<file path="config.mk">
export PLATFORM = sky130hd
export DESIGN_NAME = wb_writeback_unit
export DESIGN_NICKNAME = d
export VERILOG_FILES = /design/src/rtl/wb_pkg.sv /design/src/rtl/wb_load_align.sv /design/src/rtl/wb_writeback_unit.sv
export SDC_FILE = /design/constraint.sdc
export NUM_CORES = 1
export LEC_CHECK = 0
export CAP_MARGIN = 20
export CORE_MARGIN = 10
export CORE_UTILIZATION = 30
export CTS_CLUSTER_SIZE = 30
export DETAILED_ROUTE_END_ITERATION = 6
export PLACE_DENSITY_LB_ADDON = 0.3
export SLEW_MARGIN = 25
export SYNTH_ARGS = -nofsm -noshare
export SYNTH_HDL_FRONTEND = slang
export SYNTH_SLANG_ARGS = --single-unit
</file>
<file path="constraint.sdc">
create_clock -name clk -period 2.9 [get_ports clk]
set_input_delay 0.58 -clock clk [delete_from_list [all_inputs] [get_ports clk]]
set_output_delay 0.58 -clock clk [all_outputs]
set_load 0.02 [all_outputs]
</file>
<file path="src/rtl/wb_pkg.sv">
// Shared encodings and sizes for the writeback unit: result selects, load sizes,
// register index width and scoreboard counter width.
package wb_pkg;

  localparam int XLEN      = 32;
  localparam int REG_IDX_W = 5;
  localparam int SB_CNT_W  = 2;

  localparam logic [SB_CNT_W-1:0] SB_CNT_MAX = '1;

  typedef enum logic [1:0] {
    SEL_ALU  = 2'b00,
    SEL_LOAD = 2'b01,
    SEL_LINK = 2'b10,
    SEL_NONE = 2'b11
  } wb_sel_e;

  typedef enum logic [1:0] {
    SIZE_B = 2'b00,
    SIZE_H = 2'b01,
    SIZE_W = 2'b10
  } ld_size_e;

endpackage

</file>
<file path="src/rtl/wb_load_align.sv">
// Load lane select and sign/zero extension of a raw memory word.
// Size 2'b11 is treated as a full word.
module wb_load_align
  import wb_pkg::*;
#(
  parameter int N = XLEN
) (
  input  logic [N-1:0] data,
  input  logic [1:0]   size,
  input  logic         is_unsigned,
  input  logic [1:0]   off,
  output logic [N-1:0] result
);

  logic signed [7:0]  byte_lane;
  logic signed [15:0] half_lane;

  always_comb begin
    byte_lane = data[{off, 3'b000} +: 8];
    // Halfword lane ignores off[0]; misaligned halves are not split.
    half_lane = data[{off[1], 4'b0000} +: 16];
    result    = data;
    case (size)
      SIZE_B:  result = {{(N-8){byte_lane[7] & ~is_unsigned}}, byte_lane};
      SIZE_H:  result = {{(N-16){half_lane[15] & ~is_unsigned}}, half_lane};
      default: result = data;
    endcase
  end

endmodule

</file>
<file path="src/rtl/wb_writeback_unit.sv">
// MEM/WB register, register-file write port and per-register pending-write scoreboard.
// Optional macro WB_BYPASS_EN enables forwarding outputs and retiring-write busy suppression.
module wb_writeback_unit
  import wb_pkg::*;
#(
  parameter int N     = XLEN,
  parameter int DEPTH = 32
) (
  input  logic                 clk,
  input  logic                 rst,
  input  logic                 in_valid,
  output logic                 in_ready,
  input  logic [REG_IDX_W-1:0] in_rd,
  input  logic                 in_we,
  input  logic [1:0]           in_sel,
  input  logic [N-1:0]         in_alu_result,
  input  logic [N-1:0]         in_load_data,
  input  logic [1:0]           in_load_size,
  input  logic                 in_load_unsigned,
  input  logic [1:0]           in_byte_off,
  input  logic [N-1:0]         in_pc_plus4,
  input  logic                 wb_hold,
  output logic                 rf_we,
  output logic [REG_IDX_W-1:0] rf_rd,
  output logic [N-1:0]         rf_wdata,
  input  logic                 issue_valid,
  input  logic                 issue_we,
  input  logic [REG_IDX_W-1:0] issue_rd,
  input  logic [REG_IDX_W-1:0] rs1,
  input  logic [REG_IDX_W-1:0] rs2,
  output logic                 rs1_busy,
  output logic                 rs2_busy,
  output logic                 issue_stall,
  output logic [31:0]          retire_count,
  output logic                 rs1_fwd,
  output logic                 rs2_fwd,
  output logic [N-1:0]         fwd_data
);

  function automatic logic [SB_CNT_W-1:0] sb_next(input logic [SB_CNT_W-1:0] cnt,
                                                  input logic inc, input logic dec);
    logic [SB_CNT_W-1:0] res;
    res = cnt;
    if (inc && !dec && cnt != SB_CNT_MAX) res = cnt + 1'b1;
    if (dec && !inc && cnt != '0)         res = cnt - 1'b1;
    return res;
  endfunction

  logic                 wb_valid_q;
  logic                 wb_we_eff_q;
  logic [REG_IDX_W-1:0] wb_rd_q;
  logic [N-1:0]         wb_data_q;
  logic [31:0]          retire_cnt_q;
  logic [SB_CNT_W-1:0]  sb_cnt [DEPTH];

  logic [N-1:0] load_val;
  logic [N-1:0] result_d;
  logic         we_eff_d;
  logic         capture;
  logic         retire;
  logic         sb_inc;
  logic         sb_dec;
  logic         rs1_pend;
  logic         rs2_pend;

  wb_load_align #(.N(N)) u_load_align (
    .data        (in_load_data),
    .size        (in_load_size),
    .is_unsigned (in_load_unsigned),
    .off         (in_byte_off),
    .result      (load_val)
  );

  always_comb begin
    case (in_sel)
      SEL_LOAD: result_d = load_val;
      SEL_LINK: result_d = in_pc_plus4;
      default:  result_d = in_alu_result;
    endcase
  end

  assign we_eff_d = in_we & (in_sel != SEL_NONE) & (in_rd != '0);
  assign in_ready = ~wb_valid_q | ~wb_hold;
  assign capture  = in_valid & in_ready;
  assign retire   = wb_valid_q & ~wb_hold;
  assign sb_inc   = issue_valid & issue_we & (issue_rd != '0);
  assign sb_dec   = retire & wb_we_eff_q;

  // MEM -> WB boundary: result is fully formed here so the write port is register-driven
  always_ff @(posedge clk) begin
    if (rst) begin
      wb_valid_q   <= 1'b0;
      wb_we_eff_q  <= 1'b0;
      wb_rd_q      <= '0;
      wb_data_q    <= '0;
      retire_cnt_q <= '0;
    end else begin
      wb_valid_q <= capture | (wb_valid_q & ~retire);
      if (capture) begin
        wb_we_eff_q <= we_eff_d;
        wb_rd_q     <= in_rd;
        wb_data_q   <= result_d;
      end
      if (retire) retire_cnt_q <= retire_cnt_q + 32'd1;
    end
  end

  always_ff @(posedge clk) begin
    if (rst) begin
      for (int i = 0; i < DEPTH; i++) sb_cnt[i] <= '0;
    end else begin
      sb_cnt[0] <= '0;
      for (int i = 1; i < DEPTH; i++)
        sb_cnt[i] <= sb_next(sb_cnt[i],
                             sb_inc && (issue_rd == REG_IDX_W'(i)),
                             sb_dec && (wb_rd_q == REG_IDX_W'(i)));
    end
  end

  assign rf_we        = retire & wb_we_eff_q;
  assign rf_rd        = wb_rd_q;
  assign rf_wdata     = wb_data_q;
  assign retire_count = retire_cnt_q;

  assign rs1_pend = sb_cnt[rs1] != '0;
  assign rs2_pend = sb_cnt[rs2] != '0;

`ifdef WB_BYPASS_EN
  assign rs1_fwd  = rf_we & (rf_rd == rs1);
  assign rs2_fwd  = rf_we & (rf_rd == rs2);
  assign fwd_data = rf_wdata;
  // Last outstanding write is on the port right now, so the forwarded value covers it
  assign rs1_busy = rs1_pend & ~((sb_cnt[rs1] == SB_CNT_W'(1)) & rs1_fwd);
  assign rs2_busy = rs2_pend & ~((sb_cnt[rs2] == SB_CNT_W'(1)) & rs2_fwd);
`else
  assign rs1_fwd  = 1'b0;
  assign rs2_fwd  = 1'b0;
  assign fwd_data = '0;
  assign rs1_busy = rs1_pend;
  assign rs2_busy = rs2_pend;
`endif

  assign issue_stall = rs1_busy | rs2_busy | (sb_cnt[issue_rd] == SB_CNT_MAX);

endmodule
</file>
==> results.sh <==
export IMPL_p_leak_nw=4.39
export IMPL_r2r_start="rf_rd[0]"
export IMPL_setup_slack_ns=-0.0460
export IMPL_violations="negative setup slack"
export IMPL_met2WireLength_um=15500
export IMPL_holdBufCountCts=0
export IMPL_place_ws_ns=-0.913
export IMPL_first_pass_iters=5
export IMPL_fin_crit_ns=2.95
export IMPL_core_area_mm2=0.0287
export IMPL_finalSetupViolCount=1
export IMPL_yosysUniqueCellTypes=56
export IMPL_fmax_ghz=0.339
export IMPL_synth_seq_area_share=0.305
export IMPL_drc=0
export IMPL_synth_seq_cells=133
export IMPL_cts_tree="yes"
export IMPL_yosysTopAreaCell="dfxtp_1"
export IMPL_antenna_found_initial=0
export IMPL_fp_row_count=62
export IMPL_netlist_top_cells_area="dfxtp_1 31%, a21oi_1 7.7%, nand2_1 6.5%"
export IMPL_ctsRootBufferMaster="clkbuf_16"
export IMPL_synth_avg_cell_area_um2=7.29
export IMPL_synthTopCellsByCount="151 x nand2_1, 134 x a21oi_1, 133 x dfxtp_1, 112 x o21ai_0, 106 x nor2_1"
export IMPL_slew_violations=0
export IMPL_num_io_pins=238
export IMPL_hp_class="reg2reg"
export IMPL_cp_endpoint="issue_stall"
export IMPL_viasPerCell=5.27
export IMPL_dp_hpwl_um=26400
export IMPL_rsz0062_at_grt="true"
export IMPL_worst_slew_margin_rel=0.530
export IMPL_wl_met1_um=14300
export IMPL_power_total_mw=5.20
export IMPL_synth_edff_count=0
export IMPL_pwr_density_cell_mw_per_mm2=417
export IMPL_antenna_left=0
export IMPL_drt_iter0_markers=843
export IMPL_port_buffers=203
export IMPL_routabilityCongestion=0.963
export IMPL_finalCritPeriodShare=1.02
export IMPL_crit_start="issue_rd[2]"
export IMPL_fp_dieArea_mm2=0.0363
export IMPL_final_net_count=1604
export IMPL_p_int_mw=3.64
export IMPL_crit_fanout=8
export IMPL_globalRouteOverflowTotal=0
export IMPL_max_cap_violations=0
export IMPL_critical_path_class="in2out"
export IMPL_end_kind="output pin"
export IMPL_p_sw_frac=0.299
export IMPL_min_delay_start="rf_wdata[5]"
export IMPL_grt_pass1_wl_um=52200
export IMPL_grt_max_degree=54
export IMPL_yosys_warnings=0
export IMPL_vdd_drop_max_mv=0.348
export IMPL_ys_async_sr_fraction=0
export IMPL_hold_viol=0
export IMPL_cts_htree_levels=4
export IMPL_switchingPower_mw=1.56
export IMPL_r2r_end="sb_cnt[27][0]"
export IMPL_yosysTopAreaCellShare=0.305
export IMPL_outcome="finished, violations left"
export IMPL_die_y_um=191
export IMPL_crit_arrival_ns=2.37
export IMPL_clock_skew_ns=0.0159
export IMPL_die_w_um=191
export IMPL_synth_most_common_cell="nand2_1"
export IMPL_clk_pin_slew_ns=0.06
export IMPL_worst_r2r_setup_slack_ns=0.77
export IMPL_dr_total_vias=9835
export IMPL_grtUsageTotal=0.180
export IMPL_post_dp_cell_area_mm2=0.0117
export IMPL_first_global_vias=9331
export IMPL_drt_wl_total_um=34000
export IMPL_layout_drive_gt1_share=0.138
export IMPL_met3WireLength_um=3680
export IMPL_stdcell_area_mm2=0.0125
export IMPL_synthesis_area_mm2=0.00873
export IMPL_synth_cells=1197
export IMPL_start_kind="input port"
export IMPL_required_ns=2.32
export IMPL_power_frac_clock=0.450
export IMPL_tightest_slew_ns=0.706
export IMPL_start_util=0.304
export IMPL_cts_buffer_depth=2
export IMPL_cts_num_sinks=133
export IMPL_power_share_combinational=0.182
export IMPL_insertion_delay_ns=0.43
export IMPL_ys_flop_type="dfxtp_1"
export IMPL_finish_utilization=0.435
export IMPL_wire_per_inst_um=18.2
export IMPL_p_seq_frac=0.368
export IMPL_r2r_cells=6
export IMPL_numCtsBuffers=17
export IMPL_area_delta_synth_final_pct=42.9
export IMPL_n_antenna_cell=0
export IMPL_top_layer="met4"
==> state kept, by name (all words and copies together), names as in the netlist <==
register      cells
wb_we_eff_q       1
rf_wdata         32
wb_valid_q        1
rf_rd             5
sb_cnt           62
retire_count     32
==> worst max-delay path, cell delays in order <==
cell             delay, ns
clkdlybuf4s50_1       0.48
buf_6                 0.15
and2_4                0.15
o21ai_0               0.10
a311oi_1              0.29
nor4_2                0.08
a22oi_2               0.23
o211ai_1              0.13
buf_4                 0.17
==> per-stage QoR <==
| stage | hold slack (ns) | setup TNS (ns) | cells |
|---|---|---|---|
| 2_1_floorplan | 0.472 | 0 | 1230 |
| 6_report | 0.456 | -0.0460 | 1867 |
| 5_1_grt | 0.483 | -0.157 | 1867 |
| 3_5_place_dp | 0.447 | -2.26 | 1830 |
| 4_1_cts | 0.456 | -0.0704 | 1864 |
| 3_3_place_gp | 0.442 | -2.19 | 1830 |
==> final cells by class <==
type,instances,area [µm²]
clock buffers,17,425
repair buffers,327,3000
inverters,28,108
fillers,2906,16200
flip-flops and latches,133,2670
multi-input cells,963,5590
well taps,384,480
clock inverters,15,200
==> worst min path at each step <==
stage	to	slack [ns]	depth (start not counted)
detailed placement	rf_wdata[5]	0.45	2
CTS	rf_wdata[5]	0.46	2
finish	rf_wdata[5]	0.46	2
global placement	rf_wdata[3]	0.44	2
global route	rf_wdata[7]	0.48	2
floorplan	sb_cnt[15][1]	0.47	2
==> repair_timing <==
| action | in CTS | in global routing |
|---|---|---|
| pin swaps | 7 | 4 |
| setup endpoints to repair | 3 | 4 |
| cloned | 1 | 1 |
| resized for setup | 39 | 13 |
| buffers inserted | 1 | 2 |
==> cell families (layout without fill, tap and decap cells) <==
kind of cell | count (synthesis) | count (layout) | share of synthesized area
muxes | 41 | 41 | 0.0668
adders and majority gates | 4 | 4 | 0.00574
buffers and inverters | 134 | 387 | 0.0743
other | 1 | 34 | 0.000430
and+or+nand+nor | 499 | 499 | 0.283
AOI/OAI and AO/OA | 366 | 366 | 0.245
DFF | 133 | 133 | 0.305
xor gates and xnor gates | 19 | 19 | 0.0191
==> cell usage in the layout (no fill, tap or decap), types with 13 or more instances in the layout <==
master,instances
buf_4,116
nor3_1,36
conb_1,34
a21oi_1,133
clkdlybuf4s50_1,190
nor2_1,105
mux2i_1,20
nand3_1,39
clkbuf_16,17
a31oi_1,28
and3_1,14
mux4_2,13
a211oi_1,26
o21ai_0,112
nand2_1,151
nand2b_1,33
inv_1,27
nand3b_1,37
dfxtp_1,128
or3_1,25
==> power by group through the flow <==
stage	clock network [mW]	registers, mW	logic [mW]
3_5_place_dp	0	1.95	0.929
5_1_grt	2.46	1.92	1.02
6_report	2.34	1.91	0.947
2_1_floorplan	0	2.00	0.436
4_1_cts	2.40	1.91	0.934
3_3_place_gp	0	1.95	0.926
==> routing by layer <==
layer	vias to the layer above	GRT usage
met1	4597	0.223
met3	29	0.0715
met5	-	0
met2	399	0.287
li1	4810	-
met4	0	0.0400
(Power assumes the default switching activity.)
